### src/rtl/usb_dev_trans_ctrl.sv
// Device-side USB transaction controller. Accepts tokens addressed to this
// device, runs the data and handshake phases through the shared TX/RX packet
// engines and reports each finished transaction with a one-cycle done pulse.
//
// state     | meaning
// ----------+-------------------------------------------------------------
// IDLE      | waiting for a token; SOF tokens only raise SOFRcvd
// CHK_EP    | endpoint status valid; choose data, handshake or receive
// TX_WAIT   | waiting for TX engine idle; strobe WEn when it is
// TX_DROP   | WEn low for one cycle after the strobe
// TX_END    | waiting for TX engine to finish the packet
// RX_WAIT   | waiting for RX engine idle; strobe REn when it is
// RX_DROP   | REn low for one cycle after the strobe
// RX_END    | waiting for RX engine to finish; evaluate RXStatus
// DONE      | one-cycle transDone pulse
module usb_dev_trans_ctrl (
  input  logic       clk,
  input  logic       rst,
  input  logic       tokenRdy,
  input  logic [3:0] tokenPID,
  input  logic [6:0] tokenAddr,
  input  logic [3:0] tokenEndP,
  input  logic [6:0] devAddr,
  output logic [3:0] endPSel,
  input  logic       epReady,
  input  logic       epStall,
  input  logic       epIsoEn,
  input  logic       epDataSeq,
  input  logic       sendPacketRdy,
  output logic       sendPacketWEn,
  output logic [3:0] sendPacketPID,
  input  logic       getPacketRdy,
  output logic       getPacketREn,
  input  logic [7:0] RXStatus,
  output logic       SOFRcvd,
  output logic       transDone,
  output logic [1:0] transType,
  output logic [1:0] transResult
);

  localparam logic [3:0] PID_OUT   = 4'h1;
  localparam logic [3:0] PID_IN    = 4'h9;
  localparam logic [3:0] PID_SOF   = 4'h5;
  localparam logic [3:0] PID_SETUP = 4'hd;
  localparam logic [3:0] PID_DATA0 = 4'h3;
  localparam logic [3:0] PID_DATA1 = 4'hb;
  localparam logic [3:0] PID_ACK   = 4'h2;
  localparam logic [3:0] PID_NAK   = 4'ha;
  localparam logic [3:0] PID_STALL = 4'he;

  localparam logic [1:0] TYPE_SETUP = 2'd0;
  localparam logic [1:0] TYPE_IN    = 2'd1;
  localparam logic [1:0] TYPE_OUT   = 2'd2;

  localparam logic [1:0] RES_ACK   = 2'd0;
  localparam logic [1:0] RES_NAK   = 2'd1;
  localparam logic [1:0] RES_STALL = 2'd2;
  localparam logic [1:0] RES_ERR   = 2'd3;

  typedef enum logic [3:0] {
    S_IDLE, S_CHK_EP, S_TX_WAIT, S_TX_DROP, S_TX_END,
    S_RX_WAIT, S_RX_DROP, S_RX_END, S_DONE
  } state_t;

  state_t     state_q, state_d;
  logic [3:0] endp_q, endp_d;
  logic [1:0] type_q, type_d;
  logic [1:0] result_q, result_d;
  logic [3:0] pid_q, pid_d;          // PID presented between sends
  logic [3:0] tx_pid_q, tx_pid_d;    // PID queued for the next send
  logic       in_data_q, in_data_d;  // queued send is IN data, not a handshake
  logic       stall_q, stall_d;
  logic       ready_q, ready_d;
  logic       iso_q, iso_d;
  logic       sof_q, sof_d;
  logic       wen, ren, done;
  logic       rx_err;
  logic       rx_unused;

  assign rx_err    = (RXStatus[5:0] != 6'd0);
  assign rx_unused = RXStatus[7];

  // Next-state, datapath loads and strobe decode.
  always_comb begin
    state_d   = state_q;
    endp_d    = endp_q;
    type_d    = type_q;
    result_d  = result_q;
    pid_d     = pid_q;
    tx_pid_d  = tx_pid_q;
    in_data_d = in_data_q;
    stall_d   = stall_q;
    ready_d   = ready_q;
    iso_d     = iso_q;
    sof_d     = 1'b0;
    wen       = 1'b0;
    ren       = 1'b0;
    done      = 1'b0;

    case (state_q)
      S_IDLE: begin
        if (tokenRdy) begin
          if (tokenPID == PID_SOF) begin
            sof_d = 1'b1;
          end else if (tokenAddr == devAddr) begin
            if (tokenPID == PID_SETUP) begin
              endp_d  = tokenEndP;
              type_d  = TYPE_SETUP;
              state_d = S_CHK_EP;
            end else if (tokenPID == PID_IN) begin
              endp_d  = tokenEndP;
              type_d  = TYPE_IN;
              state_d = S_CHK_EP;
            end else if (tokenPID == PID_OUT) begin
              endp_d  = tokenEndP;
              type_d  = TYPE_OUT;
              state_d = S_CHK_EP;
            end
          end
        end
      end

      S_CHK_EP: begin
        // Endpoint status is only guaranteed here, so keep a copy for
        // the handshake decision after an OUT/SETUP data phase.
        stall_d   = epStall;
        ready_d   = epReady;
        iso_d     = epIsoEn;
        in_data_d = 1'b0;
        if (type_q == TYPE_IN) begin
          if (epStall) begin
            tx_pid_d = PID_STALL;
            result_d = RES_STALL;
            state_d  = S_TX_WAIT;
          end else if (!epReady) begin
            result_d = RES_NAK;
            if (epIsoEn) begin
              state_d = S_DONE;
            end else begin
              tx_pid_d = PID_NAK;
              state_d  = S_TX_WAIT;
            end
          end else begin
            tx_pid_d  = (epIsoEn || !epDataSeq) ? PID_DATA0 : PID_DATA1;
            in_data_d = 1'b1;
            state_d   = S_TX_WAIT;
          end
        end else begin
          state_d = S_RX_WAIT;
        end
      end

      S_TX_WAIT: begin
        if (sendPacketRdy) begin
          wen     = 1'b1;
          pid_d   = tx_pid_q;
          state_d = S_TX_DROP;
        end
      end

      S_TX_DROP: state_d = S_TX_END;

      S_TX_END: begin
        if (sendPacketRdy) begin
          if (in_data_q) begin
            if (iso_q) begin
              result_d = RES_ACK;
              state_d  = S_DONE;
            end else begin
              state_d = S_RX_WAIT;
            end
          end else begin
            state_d = S_DONE;
          end
        end
      end

      S_RX_WAIT: begin
        if (getPacketRdy) begin
          ren     = 1'b1;
          state_d = S_RX_DROP;
        end
      end

      S_RX_DROP: state_d = S_RX_END;

      S_RX_END: begin
        if (getPacketRdy) begin
          if (type_q == TYPE_IN) begin
            // Host handshake after IN data: only a clean ACK counts.
            result_d = (RXStatus[6] && !rx_err) ? RES_ACK : RES_ERR;
            state_d  = S_DONE;
          end else if (rx_err) begin
            result_d = RES_ERR;
            state_d  = S_DONE;
          end else if (iso_q) begin
            result_d = RES_ACK;
            state_d  = S_DONE;
          end else if (type_q == TYPE_SETUP) begin
            // SETUP must always be accepted, even on a halted endpoint.
            tx_pid_d = PID_ACK;
            result_d = RES_ACK;
            state_d  = S_TX_WAIT;
          end else if (stall_q) begin
            tx_pid_d = PID_STALL;
            result_d = RES_STALL;
            state_d  = S_TX_WAIT;
          end else if (!ready_q) begin
            tx_pid_d = PID_NAK;
            result_d = RES_NAK;
            state_d  = S_TX_WAIT;
          end else begin
            tx_pid_d = PID_ACK;
            result_d = RES_ACK;
            state_d  = S_TX_WAIT;
          end
        end
      end

      S_DONE: begin
        done    = 1'b1;
        state_d = S_IDLE;
      end

      default: state_d = S_IDLE;
    endcase
  end

  // State and datapath registers with synchronous reset.
  always_ff @(posedge clk) begin
    if (rst) begin
      state_q   <= S_IDLE;
      endp_q    <= 4'd0;
      type_q    <= 2'd0;
      result_q  <= 2'd0;
      pid_q     <= 4'd0;
      tx_pid_q  <= 4'd0;
      in_data_q <= 1'b0;
      stall_q   <= 1'b0;
      ready_q   <= 1'b0;
      iso_q     <= 1'b0;
      sof_q     <= 1'b0;
    end else begin
      state_q   <= state_d;
      endp_q    <= endp_d;
      type_q    <= type_d;
      result_q  <= result_d;
      pid_q     <= pid_d;
      tx_pid_q  <= tx_pid_d;
      in_data_q <= in_data_d;
      stall_q   <= stall_d;
      ready_q   <= ready_d;
      iso_q     <= iso_d;
      sof_q     <= sof_d;
    end
  end

  assign endPSel       = endp_q;
  assign sendPacketWEn = wen;
  // The queued PID is shown during the strobe cycle itself, then held.
  assign sendPacketPID = wen ? tx_pid_q : pid_q;
  assign getPacketREn  = ren;
  assign SOFRcvd       = sof_q;
  assign transDone     = done;
  assign transType     = type_q;
  assign transResult   = result_q;

endmodule

### config.mk
export PLATFORM = sky130hd
export DESIGN_NAME = usb_dev_trans_ctrl
export DESIGN_NICKNAME = d
export VERILOG_FILES = /design/src/rtl/usb_dev_trans_ctrl.sv
export SDC_FILE = /design/constraint.sdc
export NUM_CORES = 1
export LEC_CHECK = 0
export BUFFER_PORTS_ARGS = -buffer_cell sky130_fd_sc_hd__clkbuf_2
export CORE_AREA = 2 2 77 50
export DETAILED_ROUTE_END_ITERATION = 8
export DIE_AREA = 0 0 79 52
export GPL_TIMING_DRIVEN = 0
export PLACE_DENSITY = 0.75
export SYNTH_ARGS = -nofsm -noshare
export SYNTH_HDL_FRONTEND = slang
export SYNTH_SLANG_ARGS = --single-unit
### constraint.sdc
create_clock -name clk -period 5.81 [get_ports clk]
set_clock_uncertainty 0.2 [all_clocks]
set_input_delay 0.581 -clock clk [delete_from_list [all_inputs] [get_ports clk]]
set_output_delay 0.581 -clock clk [all_outputs]
set_load 0.005 [all_outputs]
==> results.yml, run 1 <==
status:
  outcome: "finished, final reports clean"
drt:
  vias_per_cell: 5.13
  drtIter0Drc: 108
  antenna_left: 0
  drcViolationCount: 0
  firstDrtPassIters: 4
  wl_per_cell_um: 13.0
  wl_mm: 3.47
  via_count: 1371
flow_run:
  maxCapViolations: 0
clocking:
  cts_tree: "built"
  cts_buffers: 3
  clockBufferDepth: 2
  cts_hold_buf: 0
  clock_sinks: 25
  clockRootBuffer: "clkbuf_8"
  cts_resized: 0
  cts_setup_buffers: 0
  clkLatencyLatePin_ns: 0.28
  h-tree-depth: 1
  clkTransAtPathRegs_ns: 0.10
sta:
  setup_viol: 0
  period_share: 0.458
  rsz0062_at_grt: "no"
  max_freq_mhz: 375
  tightest_slew_ns: 0.607
  fin_setup_tns_ns: 0
  hold_viol: 0
  worst_hold_slack_ns: 0.278
  slew_violations: 0
  fin_crit_ns: 2.66
  relSlewSlack: 0.592
synth:
  synth_area_leaders: "dfxtp_1 34%, nor2_1 5.6%, mux2i_1 5.4%"
  yosysWarnings: 0
  ys_ff_latch: 25
  synth_xor_area_frac: 0.0417
  post_synth_and_or_nand_nor_area_fraction: 0.322
  yosys.area.top_type_share: 0.340
  yosys.area.top_type: "dfxtp_1"
  syn_area_sq_um: 1470
  synth_compound_area_frac: 0.163
  async_reset_ff_frac: 0
  yosys.cell_types.count: 52
  synth_top_family_by_area: "simple AND/OR/NAND/NOR gates"
  synth.most_common_cell: "dfxtp_1"
  syn_nets: 203
  syn_area_per_cell_sq_um: 8.97
  synth.top_cells.by_count: "25 x dfxtp_1, 22 x nor2_1, 9 x nor2b_1"
  synth_ff_type: "dfxtp_1"
  synth_edf_count: 0
  muxShareOfSynthArea: 0.0850
  syn_inst: 164
  yosys.area_share.adder: 0
  seq_area_frac_synth: 0.340
global_routing:
  antenna_found_initial: 0
  grt_pass1_vias: 1211
  grt_first_pass_wirelength_mm: 5.65
  overflow: 0
  grt_max_degree: 17
  grt.total_usage: 0.177
placement:
  hpwl_mm: 2.77
  port_buffers: 52
  gp_congestion: 0.873
pwr:
  leakage_nw: 0.835
  total_power_uw: 364
  ir_drop_mv: 0.0990
  p_per_area_nw_per_um2: 198
setup_path:
  crit_chain: "buf_4 -> or4_1 -> clkbuf_1 -> mux2_2 -> clkbuf_2"
  critical-path-top-delay-family: "simple AND/OR/NAND/NOR gates"
  arrival_ns: 1.88
  worstSetupPathType: "reg -> out"
  cp_data_required_time_ns: 5.03
  cpPeakStageDelay_ns: 0.49
  crit_path_max_fanout: 9
  crit_path_top_delay_cell: "or4_1"
  startpoint: "state_q[0]"
  worst-path-buf-inv: 3
  crit_path_end_kind: "output pin"
  startpoint_type: "flop"
  timing.rr.start: "state_q[2]"
layout:
  nNetsFinal: 260
  n_antenna_cell: 0
  drive_gt1_frac: 0.332
  syn2layout_area_growth_pct: 25.1
  final_util: 0.534
hold_path:
  hold_start: "tx_pid_q[1]"
  hold_path_class: "reg -> reg"
die:
  die_area_sq_um: 4110
  pin_count: 55
  die_h_um: 52
  start_util: 0.427
  rows: 17
  core_sq_um: 3450
  dieWidth_um: 79
## worst paths after layout
| check | end | slack (ns) | cells past startpoint |
|---|---|---|---|
| max reg2reg | transResult[1] | 3.51 | 6 |
| min | tx_pid_q[1] | 0.28 | 2 |
| max | sendPacketPID[1] | 3.15 | 5 |
| min reg2reg | tx_pid_q[1] | 0.28 | 2 |
## layout make-up
type                       count  area (sq um)
clock inverter                 1          8.76
tap                           47          58.8
clock buffer                   3          41.3
buffer                        10          55.1
timing repair buffer          52           260
inverter                       4          15.0
sequential                    25           500
fill                         345          1610
multi-input combinational    125           901
## state kept, by name, summed over array words and instances, names as in the netlist
signal       count
SOFRcvd          1
in_data_q        1
transType        2
ready_q          1
stall_q          1
pid_q            4
tx_pid_q         4
state_q          4
transResult      2
endPSel          4
iso_q            1
## cells by family (layout without fill, tap and decap cells)
kind of cell,count (synthesis),in the layout
AO/OA/AOI/OAI,32,32
XOR/XNOR,7,7
AND/OR/NAND/NOR,74,74
buffers and inverters,14,70
flip-flops,25,25
multiplexers,12,12
## stage by stage
| step | instance area (sq um) | setup slack [ns] | cells |
|---|---|---|---|
| 6_report | 1840 | 3.15 | 267 |
| 5_1_grt | 1840 | 3.00 | 267 |
| 4_1_cts | 1840 | 3.12 | 267 |
| 3_5_place_dp | 1790 | 3.17 | 263 |
| 3_3_place_gp | 1790 | 3.20 | 263 |
| 2_1_floorplan | 1470 | 3.38 | 164 |
## report_power, final
part           switching (mW)  leakage [nW]  internal, mW  total [mW]
combinational          0.0367         0.607        0.0334      0.0701
clock                  0.0630        0.0261        0.0504       0.113
sequential            0.00389         0.202         0.176       0.180
total                   0.104         0.835         0.260       0.364
## layer usage
layer / part of all wire / track usage / routed length [um] / up-vias
met3: 0.084 / 0.0521 / 292 / 4
met1: 0.52 / 0.256 / 1820 / 605
li1: - / - / - / 710
met2: 0.39 / 0.266 / 1340 / 52
met4: 0.0032 / 0.0259 / 11 / 0
met5: 0 / 0 / 0 / -
## cell usage in the layout, fill, tap and decap left out, types with 2 or more instances in the layout
cell | Yosys | layout
dfxtp_1 | 25 | 25
mux2_2 | 4 | 4
o31ai_1 | 2 | 2
clkbuf_8 | 1 | 4
inv_1 | 4 | 4
mux2i_1 | 8 | 8
o41ai_1 | 2 | 2
buf_4 | 2 | 2
xor2_1 | 7 | 7
o22ai_1 | 2 | 2
a311oi_1 | 2 | 2
and3b_1 | 2 | 2
nor4_1 | 2 | 2
nand2_1 | 6 | 6
nor4b_1 | 2 | 2
nor2b_1 | 9 | 9
o211ai_1 | 2 | 2
nand3_1 | 4 | 4
o21ai_0 | 3 | 3
nor2_1 | 22 | 22
clkbuf_1 | 6 | 6
a21oi_1 | 8 | 8
nand2b_1 | 7 | 7
nand3b_1 | 3 | 3
or4_4 | 2 | 2
clkbuf_2 | 0 | 52
## tightest hold or removal path, cell delays in order, from the launching register on
cell	delay, ns
dfxtp_1	0.34
nor2_1	0.04
nor2_1	0.07
(Power assumes the default switching activity.)
==> inputs of run 2 (changes only) <==
==> constraint.sdc (replaced) <==
create_clock -name clk -period 2.47 [get_ports clk]
set_clock_uncertainty 0.2 [all_clocks]
set_input_delay 0.247 -clock clk [delete_from_list [all_inputs] [get_ports clk]]
set_output_delay 0.247 -clock clk [all_outputs]
set_load 0.005 [all_outputs]
==> run 2 against run 1 <==
Against the previous run:
- combinational power increased by 140%
- clock power increased by 130%
- sequential power grew 130%
- final area increased by 1.8%
- global-route usage barely moved
- die area unchanged
- setup slack lost 3.0 ns
- sequential share of layout area down 0.41 points
- critical path type unchanged
==> results.yml, run 2 (synthesized netlist as in run 1, its figures left out) <==
setup_path:
  arrival_ns: 1.88
  timing.rr.start: "state_q[1]"
  r2r_slack_ns: 0.22
  reg2reg_depth: 5
  crit_path_max_fanout: 9
  startpoint: "state_q[0]"
  worstSetupPathType: "reg -> out"
  cp_data_required_time_ns: 2.02
  regToRegEndpoint: "transType[0]"
  cp-endpoint: "sendPacketPID[1]"
  crit_path_end_kind: "output pin"
  startpoint_type: "flop"
clocking:
  clockBufferDepth: 2
  clkLatencyLatePin_ns: 0.28
  clockRootBuffer: "clkbuf_8"
  h-tree-depth: 1
  cts_tree: "built"
  clkTransAtPathRegs_ns: 0.10
  clock_sinks: 25
  cts_buffers: 3
sta:
  rsz0062_at_grt: "no"
  fin_setup_tns_ns: 0
  tightest_slew_ns: 0.602
  period_share: 0.943
  relSlewSlack: 0.596
  fin_crit_ns: 2.33
  hold_viol: 0
  slew_violations: 0
  max_freq_mhz: 429
  setup_viol: 0
drt:
  wl_mm: 3.49
  via_count: 1383
  antenna_left: 0
  drcViolationCount: 0
  drtIter0Drc: 65
  vias_per_cell: 5.14
  wl_per_cell_um: 13.0
  firstDrtPassIters: 4
die:
  die_h_um: 52
  rows: 17
  dieWidth_um: 79
  die_area_sq_um: 4110
  pin_count: 55
  start_util: 0.427
  core_sq_um: 3450
global_routing:
  grt_max_degree: 17
  grt_pass1_vias: 1217
  grt.total_usage: 0.177
  overflow: 0
  antenna_found_initial: 0
  grt_first_pass_wirelength_mm: 5.66
status:
  outcome: "finished, final reports clean"
layout:
  final_common_cell: "clkbuf_2"
  final_util: 0.544
  drive_gt1_frac: 0.342
  nNetsFinal: 262
  syn2layout_area_growth_pct: 27.3
  n_antenna_cell: 0
  final_cell_mix: "52 x clkbuf_2, 24 x dfxtp_1, 22 x nor2_1, 9 x nor2b_1"
pwr:
  p_per_area_nw_per_um2: 458
  ir_drop_mv: 0.231
  leakage_nw: 0.843
placement:
  port_buffers: 52
  gp_congestion: 0.873
  hpwl_mm: 2.77
flow_run:
  maxCapViolations: 0
hold_path:
  hold_path_class: "in -> reg"
run 2: cell types whose count changed in the layout (fill, tap and decap cells not counted), sizes merged:
cell         before  now
dlygate4sd3       0    2
run 2: report_power, final:
group          internal (mW)  switching, mW  total (mW)
logic                 0.0814         0.0888       0.170
clock network          0.119          0.147       0.265
registers              0.414        0.00907       0.423
total                  0.614          0.244       0.859
run 2: worst max-delay path, stage by stage (launching register included):
cell and delay (ns):
dfxtp_1 0.31, buf_4 0.16, or4_1 0.49, clkbuf_1 0.20
mux2_2 0.32, clkbuf_2 0.12
run 2: layout make-up:
type | count | area, sq um
plain buffers | 10 | 55.1
repair buffers | 54 | 280
flip-flops and latches | 25 | 502
inverters | 4 | 15.0
multi-input cells | 125 | 912
well taps | 47 | 58.8
fillers | 343 | 1570
clock buffers | 3 | 41.3
clock inverters | 1 | 8.76
run 2: stage by stage:
stage	power, mW	worst slack, ns	std cells	instance area (sq um)	hold WS (ns)
after detailed placement	0.597	0.164	263	1790	0.256
final	0.859	0.141	269	1870	0.00155
after floorplan	0.540	0.377	164	1470	0.123
after CTS	0.859	0.111	269	1860	0.00938
after global placement	0.595	0.190	263	1790	0.247
after global routing	0.900	0.0465	269	1870	0.0304
run 2: repair_timing:
item / CTS / global route
endpoints found under the hold margin: 2 / 0
hold buffers: 2 / 0
setup buffers: 0 / 0
setup endpoints to repair: 0 / 4
gates resized for setup: 0 / 3
run 2: layer usage:
layer / share of wire / vias up / global-route usage
met4: 0.0032 / 0 / 0.0259
li1: - / 715 / -
met5: 0 / - / 0
met1: 0.52 / 616 / 0.255
met2: 0.40 / 48 / 0.268
met3: 0.080 / 4 / 0.0521
run 2: worst min path at each step:
stage	startpoint	endpoint	cells after the start
global route	tokenEndP[1]	endPSel[1]	3
finish	tokenEndP[1]	endPSel[1]	3
detailed placement	tokenPID[3]	SOFRcvd	2
CTS	tokenEndP[1]	endPSel[1]	3
global placement	tx_pid_q[1]	tx_pid_q[1]	2
floorplan	tokenPID[3]	SOFRcvd	1
==> inputs of run 3 (changes only) <==
--- a/config.mk
+++ b/config.mk
@@ -10,7 +10,8 @@
 export DETAILED_ROUTE_END_ITERATION = 8
 export DIE_AREA = 0 0 79 52
 export GPL_TIMING_DRIVEN = 0
-export PLACE_DENSITY = 0.75
+export PLACE_DENSITY_LB_ADDON = 0.08
+export SLEW_MARGIN = 0
 export SYNTH_ARGS = -nofsm -noshare
 export SYNTH_HDL_FRONTEND = slang
 export SYNTH_SLANG_ARGS = --single-unit
==> run 3 against run 2 <==
Against the previous run:
- register-to-register slack lost 0.04 ns
- maximum frequency is 0.37% lower
- final cell count is the same
- combinational power barely moved
- die area is the same
- worst hold slack better by 0.0042 ns
- final area fell by 0.13%
- largest cell class unchanged
==> results.yml, run 3 (synthesized netlist as in run 1, its figures left out) <==
global_routing:
  antenna_found_initial: 0
  use_met1: 0.246
  grt.total_usage: 0.189
  grt_pass1_vias: 1348
  use_met3: 0.0469
  use_met2: 0.315
  grt_first_pass_wirelength_mm: 5.96
  grt_busiest_layer: "met2"
  overflow: 0
  grt_max_degree: 16
status:
  outcome: "finished, final reports clean"
placement:
  hpwl_mm: 2.88
  gp_congestion: 0.901
  pre_cts_slack_ns: 0.130
  placedCellCount: 263
  port_buffers: 52
clocking:
  clockBufferDepth: 2
  clock_sinks: 25
  cts_buffers: 3
  clkTransAtPathRegs_ns: 0.09
  cts_setup_buffers: 0
  h-tree-depth: 1
  clockRootBuffer: "clkbuf_8"
  clkLatencyLatePin_ns: 0.27
  cts_tree: "built"
drt:
  wl_per_cell_um: 13.7
  wl_mm: 3.68
  via_count: 1444
  drcViolationCount: 0
  antenna_left: 0
  firstDrtPassIters: 4
  drtIter0Drc: 86
  vias_per_cell: 5.37
sta:
  fin_setup_tns_ns: 0
  rsz0062_at_grt: "no"
  worst_slack_ns: 0.133
  hold_viol: 0
  period_share: 0.946
  tightest_slew_ns: 0.564
  max_freq_mhz: 428
  slew_violations: 0
  relSlewSlack: 0.621
  setup_viol: 0
  fin_crit_ns: 2.34
pwr:
  clock_power_share: 0.296
  leakage_nw: 0.838
  switching_share: 0.280
  p_switching_uw: 237
  comb_power_share: 0.204
  seq_power_share: 0.500
  ir_drop_mv: 0.223
  total_power_uw: 847
  p_per_area_nw_per_um2: 453
  p_int_uw: 610
hold_path:
  hold_path_class: "in -> reg"
layout:
  final_common_cell: "clkbuf_2"
  final_cell_mix: "52 x clkbuf_2, 25 x dfxtp_1, 22 x nor2_1, 9 x nor2b_1"
  drive_gt1_frac: 0.338
  syn2layout_area_growth_pct: 27.1
  n_antenna_cell: 0
  layout.cells.non_filler: 269
  nNetsFinal: 262
setup_path:
  crit_chain: "buf_4 -> or4_1 -> clkbuf_1 -> mux2_2 -> clkbuf_2"
  startpoint_type: "flop"
  arrival_ns: 1.89
  crit_path_top_delay_cell: "or4_1"
  crit_path_max_fanout: 9
  crit_path_end_kind: "output pin"
  cpPeakStageDelay_ns: 0.52
  worst-path-buf-inv: 3
  critical-path-top-delay-family: "simple AND/OR/NAND/NOR gates"
  cp_data_required_time_ns: 2.02
  worstSetupPathType: "reg -> out"
die:
  pin_count: 55
  core_sq_um: 3450
  rows: 17
  die_area_sq_um: 4110
  dieWidth_um: 79
  start_util: 0.427
  die_h_um: 52
flow_run:
  maxCapViolations: 0
## run 3: changes by cell type in the layout (fill, tap and decap cells not counted), sizes merged
cell / delta
clkinvlp: +1
inv: -1
## run 3: worst register-to-register path, cell delays in order, from the launching register on
cell	delay (ns)
dfxtp_1	0.43
buf_4	0.22
nor4b_2	0.46
nor2_1	0.14
a221oi_2	0.44
o311a_1	0.24
nor3_1	0.04
## run 3: through the flow
step                utilization  hold slack (ns)  area [sq um]
CTS                       0.540         0.000744          1860
detailed placement        0.520            0.251          1790
finish                    0.543          0.00574          1870
global placement          0.520            0.247          1790
global route              0.543           0.0233          1870
floorplan                     -            0.123          1470
## run 3: path summary, 6_finish.rpt
check                                  start          endpoint  slack [ns]  depth (start not counted)
worst min register to register   tx_pid_q[1]       tx_pid_q[1]        0.28                          2
worst max register to register    state_q[2]    transResult[0]        0.18                          6
worst max-delay path              state_q[0]  sendPacketPID[3]        0.13                          5
worst min-delay path            tokenEndP[1]        endPSel[1]       0.006                          3
## run 3: power by group through the flow
stage | Sequential, mW | Combinational (mW) | Clock [mW]
after floorplan | 0.431 | 0.109 | 0
after global placement | 0.433 | 0.163 | 0
after detailed placement | 0.433 | 0.167 | 0
after CTS | 0.424 | 0.171 | 0.258
after global routing | 0.425 | 0.192 | 0.278
final | 0.424 | 0.173 | 0.250
## run 3: layer usage
metal / share of wire / vias up
met5: 0 / -
met4: 0.013 / 0
met3: 0.097 / 6
met2: 0.42 / 75
met1: 0.47 / 651
li1: - / 712
## run 3: layout make-up
type	count	area, sq um
Sequential cell	25	500
Buffer	10	55.1
Tap cell	47	58.8
Clock buffer	3	41.3
Timing Repair Buffer	54	280
Clock inverter	1	7.51
Multi-Input combinational cell	125	912
Inverter	4	15.0
Fill cell	314	1580
## run 3: timing repair
item,CTS,global route
endpoints found under the setup margin,0,3
hold endpoints to repair,2,0
gates resized for setup,0,2
hold buffers,2,0
